### src/rtl/pipe_pkg.sv
// Shared types and constants for the pipeline-stage registers of the 5-stage core.
// Optional feature macro used by pipe_skid_stage: PIPE_SKID_PERF_EN.
package pipe_pkg;

    // Occupancy of a skid stage: no entry, main only, main plus skid.
    typedef enum logic [1:0] {
        EMPTY = 2'd0,
        ONE   = 2'd1,
        FULL  = 2'd2
    } skid_state_t;

    // Default payload: instr(32) + pc(32) + pcplus4(32) + predict bit(1).
    localparam int PIPE_PAYLOAD_WIDTH = 97;

    // Field positions for the F/D packing.
    localparam int PRED_BIT = 0;
    localparam int PCP4_LSB = 1;
    localparam int PC_LSB   = 33;
    localparam int INSTR_LSB = 65;

endpackage

### src/rtl/sat_counter.sv
// Saturating up-counter: counts cycles with inc high and sticks at all-ones.
module sat_counter #(
    parameter int CNT_WIDTH = 32
) (
    input  logic                 clk,
    input  logic                 rst,
    input  logic                 inc,
    output logic [CNT_WIDTH-1:0] count
);

    logic [CNT_WIDTH-1:0] r_count;

    // Increment on qualifying cycles, hold once every bit is set.
    always_ff @(posedge clk or posedge rst) begin
        if (rst) begin
            r_count <= '0;
        end else if (inc && (r_count != {CNT_WIDTH{1'b1}})) begin
            r_count <= r_count + 1'b1;
        end
    end

    assign count = r_count;

endmodule

### src/rtl/pipe_skid_stage.sv
// Generic pipeline-stage register with a 2-entry skid buffer and synchronous flush.
// in_ready/out_valid are registered, so there is no combinational path from
// out_ready back to in_ready. Optional macro PIPE_SKID_PERF_EN adds stall and
// flush cycle counters (stall_cnt, flush_cnt).
module pipe_skid_stage
    import pipe_pkg::*;
#(
    parameter int                      PAYLOAD_WIDTH = PIPE_PAYLOAD_WIDTH,
    parameter logic [PAYLOAD_WIDTH-1:0] CLR_VALUE    = '0,
    parameter int                      CNT_WIDTH     = 32
) (
    input  logic                     clk,
    input  logic                     rst,
    input  logic                     flush,
    input  logic                     in_valid,
    input  logic [PAYLOAD_WIDTH-1:0] in_data,
    output logic                     in_ready,
    output logic                     out_valid,
    input  logic                     out_ready,
    output logic [PAYLOAD_WIDTH-1:0] out_data
`ifdef PIPE_SKID_PERF_EN
    ,
    output logic [CNT_WIDTH-1:0]     stall_cnt,
    output logic [CNT_WIDTH-1:0]     flush_cnt
`endif
);

    skid_state_t              r_state;
    skid_state_t              w_state_next;
    logic [PAYLOAD_WIDTH-1:0] r_main;
    logic [PAYLOAD_WIDTH-1:0] w_main_next;
    logic [PAYLOAD_WIDTH-1:0] r_skid;
    logic [PAYLOAD_WIDTH-1:0] w_skid_next;
    logic                     r_out_valid;
    logic                     r_in_ready;
    logic                     w_accept;
    logic                     w_fire;

    assign w_accept = in_valid && r_in_ready;
    assign w_fire   = r_out_valid && out_ready;

    // State, storage and handshake flags; flags are decoded from the next state
    // so they stay pure flops.
    always_ff @(posedge clk or posedge rst) begin
        if (rst) begin
            r_state     <= EMPTY;
            r_main      <= CLR_VALUE;
            r_skid      <= CLR_VALUE;
            r_out_valid <= 1'b0;
            r_in_ready  <= 1'b1;
        end else begin
            r_state     <= w_state_next;
            r_main      <= w_main_next;
            r_skid      <= w_skid_next;
            r_out_valid <= (w_state_next != EMPTY);
            r_in_ready  <= (w_state_next != FULL);
        end
    end

    // Next-state and storage moves; flush wins over every handshake transition.
    always_comb begin
        w_state_next = r_state;
        w_main_next  = r_main;
        w_skid_next  = r_skid;
        if (flush) begin
            w_state_next = EMPTY;
            w_main_next  = CLR_VALUE;
            w_skid_next  = CLR_VALUE;
        end else begin
            case (r_state)
                EMPTY: begin
                    if (w_accept) begin
                        w_main_next  = in_data;
                        w_state_next = ONE;
                    end
                end
                ONE: begin
                    if (w_accept && w_fire) begin
                        w_main_next = in_data;
                    end else if (w_accept) begin
                        w_skid_next  = in_data;
                        w_state_next = FULL;
                    end else if (w_fire) begin
                        w_main_next  = CLR_VALUE;
                        w_state_next = EMPTY;
                    end
                end
                FULL: begin
                    if (w_fire) begin
                        w_main_next  = r_skid;
                        w_skid_next  = CLR_VALUE;
                        w_state_next = ONE;
                    end
                end
                default: begin
                    w_state_next = EMPTY;
                    w_main_next  = CLR_VALUE;
                    w_skid_next  = CLR_VALUE;
                end
            endcase
        end
    end

    assign in_ready  = r_in_ready;
    assign out_valid = r_out_valid;
    assign out_data  = r_main;

`ifdef PIPE_SKID_PERF_EN
    sat_counter #(
        .CNT_WIDTH(CNT_WIDTH)
    ) u_stall_cnt (
        .clk  (clk),
        .rst  (rst),
        .inc  (r_out_valid && !out_ready),
        .count(stall_cnt)
    );

    sat_counter #(
        .CNT_WIDTH(CNT_WIDTH)
    ) u_flush_cnt (
        .clk  (clk),
        .rst  (rst),
        .inc  (flush),
        .count(flush_cnt)
    );
`else
    // Counter width only matters when the counters are built.
    if (CNT_WIDTH < 1) begin : g_no_counters
    end
`endif

endmodule

### config.mk
export PLATFORM = sky130hd
export DESIGN_NAME = pipe_skid_stage
export DESIGN_NICKNAME = d
export VERILOG_FILES = /design/src/rtl/pipe_pkg.sv /design/src/rtl/sat_counter.sv /design/src/rtl/pipe_skid_stage.sv
export SDC_FILE = /design/constraint.sdc
export NUM_CORES = 1
export LEC_CHECK = 0
export BUFFER_PORTS_ARGS = -buffer_cell sky130_fd_sc_hd__buf_2
export CORE_ASPECT_RATIO = 0.8
export CORE_MARGIN = 5
export CORE_UTILIZATION = 40
export DETAILED_ROUTE_END_ITERATION = 16
export GPL_TIMING_DRIVEN = 0
export HOLD_SLACK_MARGIN = 0.08
export PLACE_DENSITY = 0.66
export SLEW_MARGIN = 10
export SYNTH_ARGS = -nofsm -noshare
export SYNTH_HDL_FRONTEND = slang
export SYNTH_SLANG_ARGS = --single-unit
### constraint.sdc
create_clock -name clk -period 5.3 [get_ports clk]
set_input_delay 0.265 -clock clk [delete_from_list [all_inputs] [get_ports clk]]
set_output_delay 0.265 -clock clk [all_outputs]
set_load 0.01 [all_outputs]
-- Word level (Yosys, flattened, before mapping)
Index checks and enable logic that the tools add are counted.
- register bits after elaboration: 198
- bits of input ports: 102
- output and inout port bits: 99
- logic and storage cells: 39
- eq/ne operators: 10
- mux-type cells: 17
- reductions and logical operators: 7
- operators with widths (operator ; number):
    $mux W97 ; 8
    $pmux W97 S3 ; 2
    $mux W2 ; 6
    $ne A3 B3 Y1 const B ; 4
    $ne A4 B4 Y1 const B ; 2
    $reduce_and A4 Y1 ; 2
    $pmux W2 S3 ; 1
    $ne A2 B2 Y1 const B ; 2
    $logic_and A1 B1 Y1 ; 3
    $eq A2 B1 Y1 const B ; 1
    $eq A2 B2 Y1 const B ; 1
    $logic_not A2 Y1 ; 1
    $reduce_bool A2 Y1 ; 1

-- Depth between registers and ports, before layout
- depth in word-level cells: 7
- mapped depth: 7
- gate-level depth less buffers: 4

-- Worst setup path after synthesis
Ideal clock, no wire load.
- kind: register to register
- from: reg r_state[0]
- to: reg r_main[0], in the netlist out_data[0]
- library setup time: 0.121 ns
- arrival: 1.524 ns
- data required time: 5.179 ns
- setup slack: 3.655 ns
- cell stages (with the launch flop): 8
- path buffers: 3
- clock period less this slack: 1.645 ns
- cells stage by stage: dfrtp_1 -> buf_2 -> xnor2_2 -> a2bb2oi_1 -> nor2_2 -> buf_4 -> buf_2 -> a22o_1
- longest elaborated chain between the ends: 3
- elaborated cells between the ends (all ways): 10
- those cells by class: eq/ne (6); mux (2); reduce/logical (2)
- RTL lines (what ; line ; source):
    from (decl) ; pipe_skid_stage.sv:28 ; skid_state_t r_state;
    from (signal assigned) ; pipe_skid_stage.sv:52 ; r_state <= w_state_next;
    $eq A2 B1 Y1 (tied with other cells) ; pipe_skid_stage.sv:70 ; case (r_state)
    $ne A4 B4 Y1 (no line) (tied with other cells) ; -- ;
    $reduce_and A4 Y1 (no line) / $mux W97 (equally long branches) ; -- ;
    to (signal assigned) ; pipe_skid_stage.sv:53 ; r_main <= w_main_next;
    to (decl) ; pipe_skid_stage.sv:30 ; logic [PAYLOAD_WIDTH-1:0] r_main;
Several ways; a longest one is shown, not always the timed one.
A chain may end at the register's enable or synchronous reset.

-- Worst setup path in the final report
- from: reg r_in_ready, in the netlist in_ready
- to: reg r_main[11], in the netlist out_data[11]
- longest elaborated chain between the ends: 5
- elaborated cells between the ends (all ways): 9
- those cells by class: eq/ne (3); mux (3); reduce/logical (3)
- RTL lines (what ; line ; source):
    from (decl) ; pipe_skid_stage.sv:35 ; logic r_in_ready;
    from (signal assigned) ; pipe_skid_stage.sv:56 ; r_in_ready <= (w_state_next != FULL);
    $logic_and A1 B1 Y1 (*) ; pipe_skid_stage.sv:39 ; assign w_accept = in_valid && r_in_ready;
    $logic_and A1 B1 Y1 ; pipe_skid_stage.sv:78 ; if (w_accept && w_fire) begin
    $mux W97 ; pipe_skid_stage.sv:78 ;
    $pmux W97 S3 ; pipe_skid_stage.sv:70 ;
    $mux W97 ; pipe_skid_stage.sv:65 ; if (flush) begin
Every way passes the cells marked *; elsewhere a longest branch is shown, timed or not.

==> results.md <==
- Min-Delay Path Depth: 2
- Max-cap violations: 0
- CTS root buf: clkbuf_16
- Simple-gate portion of the synthesized area: 0.01270
- Final WS setup: around 3200 ps
- Post-synthesis adder-cell area fraction: 0
- Synthesized area per cell: 13.10 um^2
- Synthesis-to-layout area growth: 28.14%
- Finished Cell Area: approximately 12000 um^2
- RSZ-0062 raised after global routing: no
- Post-synthesis mux area share: 0.1060
- Fin. Hold Viols: 0
- Setup crit start kind: flip-flop
- Total setup buffers inserted after CTS: 0
- Port bufs: a little under 200
- CP most frequent cell: buf_2
- Largest net degree at the start of global routing: 38
- WS Path Type: reg -> reg
- Placement Rows: a little under 50
- Crit path from: in_ready
- DRC violations left: 0
- Share of layout cells above drive strength 1: 0.2976
- Worst slew margin: 0.4792
- Vias in the first global route: a little over 7000
- Gate count after technology mapping: between 600 and 700
- Max rail drop VDD: roughly 200 uV
- Die Y: about 140 um
- Most frequent cells in the layout: 238 x buf_2, 197 x dfrtp_1, 194 x a22o_1
- Worst-Skew Late Latency: about 430 ps
- Initial Util: 0.4050
- R2r endpoint: out_data[11]
- Antenna-violating nets left: 0
- Vias/cell: between 5 and 6
- Fmax: roughly 470 MHz
- Setup TNS: 0 ps
- Final cell count without fillers: roughly 1300
- Cell Area, Synth: around 9100 um^2
- Initial DRC Count: a little over 500
- Power Dens Cells: roughly 320 nW/um^2
- Synthesis warning total: 0
- Hold_sp: in_data[67]
- Netlist cell types: 30
- CP Capture Type: flip-flop
- Post-CTS Hold Fix Bufs: 43
- Clock Path Buffers: 2
- Total CTS buffers: 17
- RR Startpoint: in_ready
- Worst Hold End: r_skid[67]
- Filler cells: 1962
- Total grt overflow: 0
- Post-Syn Nets: slightly below 800
- Post-CTS Resized: 0
- Commonest non-fill, non-tap cell in the layout: buf_2
- Horiz. Die Dim: between 150 and 200 um
- GRT Overall Usage: 0.1986
- First-pass DRT Iterations: 5
- Via count: roughly 7100
- Final period util: 0.4030
- Multi-input combinational cell area: roughly 3700 um^2
- Worst Tran Pin Value: about 780 ps
- H-Tree Depth: 4
- RePlAce Congestion: about 0.75
- Cell depth of the worst flop-to-flop path: 6
- Seq cells post-synth: around 200
- # IOs: around 200
- Slowest stage delay, CP: approximately 590 ps
- Flip-flop and latch area: between 4000 and 5000 um^2
- DRT Wirelength: 25.60 mm
- CTS tree: done
- Synth Area in Compound Gates: 0.2912
- Pins over their slew limit: 0
- First-pass GRT wire length: between 40 and 50 mm
- Die area: about 26000 um^2
- DR WL/cell: ~20 um
- Arrival time at the worst endpoint: between 2000 and 3000 ps
- Worst-path fanout max: 10
- Initial antenna violation count: 2
- Utilization after layout: 0.5189
- Hpwl dp: 17.63 mm
- Clk_skew: 11.01 ps
- Core area: ~22000 um^2
- Largest family of logic cells by synthesized area: compound AO/OA/AOI/OAI gates
- Nets: between 1000 and 1500
- Status: finished clean
- Hold Path Class: in -> reg
- Worst-path clk slew: roughly 80 ps
- Post-Place Cells: roughly 1200
- Worst path cell trace: nand4b_1 > nor2_1 > buf_2 > buf_2 > o2bb2ai_1 > a22o_1
- Xor-xnor portion of the synthesized cell area: 0.001795
- R2r setup slk: about 3200 ps
- Post-layout min period: roughly 2100 ps
- Worst Path Required: 5670 ps
- Final setup violating endpoints: 0
- Slowest cell on the critical path: dfstp_2
- Clock sinks: around 200
- Lkg Pwr: ~5.5 nW
- Dpl ws: 3156 ps
- Dpl cell area: roughly 11000 um^2
- Seq/Total Area, Yosys: 0.5469
[metrics by stage]
| stage | power [W] | hold WS, ps |
|---|---|---|
| after floorplan | 0.002096 | 397.5 |
| after detailed placement | 0.002367 | 437.6 |
| final | 0.003741 | 93.66 |
| after CTS | 0.003781 | 80.21 |
| after global placement | 0.002354 | 485.7 |
| after global routing | 0.003923 | 84.04 |
[cell families after synthesis]
logic type / Yosys count
flops: 198
simple gates: 17
compound gates: 302
xor+xnor: 1
mux: 96
buf+inv: 78
[where the power goes]
part           internal, W  switching, W
clock             0.000729      0.000651
sequential         0.00161     0.0000607
combinational     0.000288      0.000398
total              0.00263       0.00111
[layout make-up]
cell class,count,share of cell area
sequential,198,0.4268
multi-input combinational,416,0.3213
timing repair buffer,247,0.1315
clock buffer,17,0.03663
tap,306,0.03297
buffer,75,0.03135
clock inverter,15,0.01799
inverter,3,0.001293
antenna,1,0.0002155
[layer usage]
metal  up-vias  track usage  wire, um
li1       3299            -         -
met1      3554       0.3024     12690
met2       200       0.2969     11260
met3        23      0.03947      1400
met4         2      0.03876       244
met5         -            0         7
[flip-flops by register name, summed over array words and instances, names as in the netlist]
register / cells
r_skid: 97
r_state: 2
in_ready: 1
out_data: 97
out_valid: 1
[critical path, delay by kind of cell (launching register included)]
| kind | cells | cell delay, ps |
|---|---|---|
| AOI/OAI and AO/OA | 2 | 320 |
| buffers and inverters | 2 | 670 |
| DFF | 1 | 590 |
| and+or+nand+nor | 2 | 500 |
[synthesized netlist by cell type]
cell type / count / area (um^2)
or3_4: 1 / 11.26
o2bb2ai_1: 97 / 849.6
a2bb2oi_1: 1 / 8.760
buf_6: 4 / 45.04
a22o_1: 194 / 1699
nand2_1: 5 / 18.77
nor2_1: 4 / 15.01
dfstp_2: 1 / 26.28
o21bai_1: 1 / 7.510
nand4b_1: 1 / 8.760
buf_2: 39 / 195.2
and2_1: 1 / 6.260
o22ai_1: 1 / 6.260
buf_1: 1 / 3.750
buf_4: 1 / 7.510
clkbuf_1: 30 / 112.6
nand2b_1: 2 / 12.51
xnor2_2: 1 / 16.27
a21o_1: 1 / 7.510
a21oi_2: 1 / 8.760
a21oi_1: 3 / 15.01
dfrtp_1: 197 / 4930
a211o_1: 1 / 8.760
nand3b_4: 1 / 20.02
inv_1: 3 / 11.26
mux2i_1: 96 / 960.9
a31oi_1: 1 / 6.260
nor3_4: 1 / 16.27
nor2_2: 1 / 6.260
o31ai_4: 1 / 21.27
[worst max-delay path by stage]
stage	end	cells after the start	slack (ps)
finish	out_data[11]	6	3160
global route	r_skid[71]	6	3030
CTS	out_data[3]	7	3140
detailed placement	out_data[3]	7	3160
global placement	out_data[29]	2	1150
floorplan	out_data[0]	1	2480
Power figures use the tool's default switching activity.
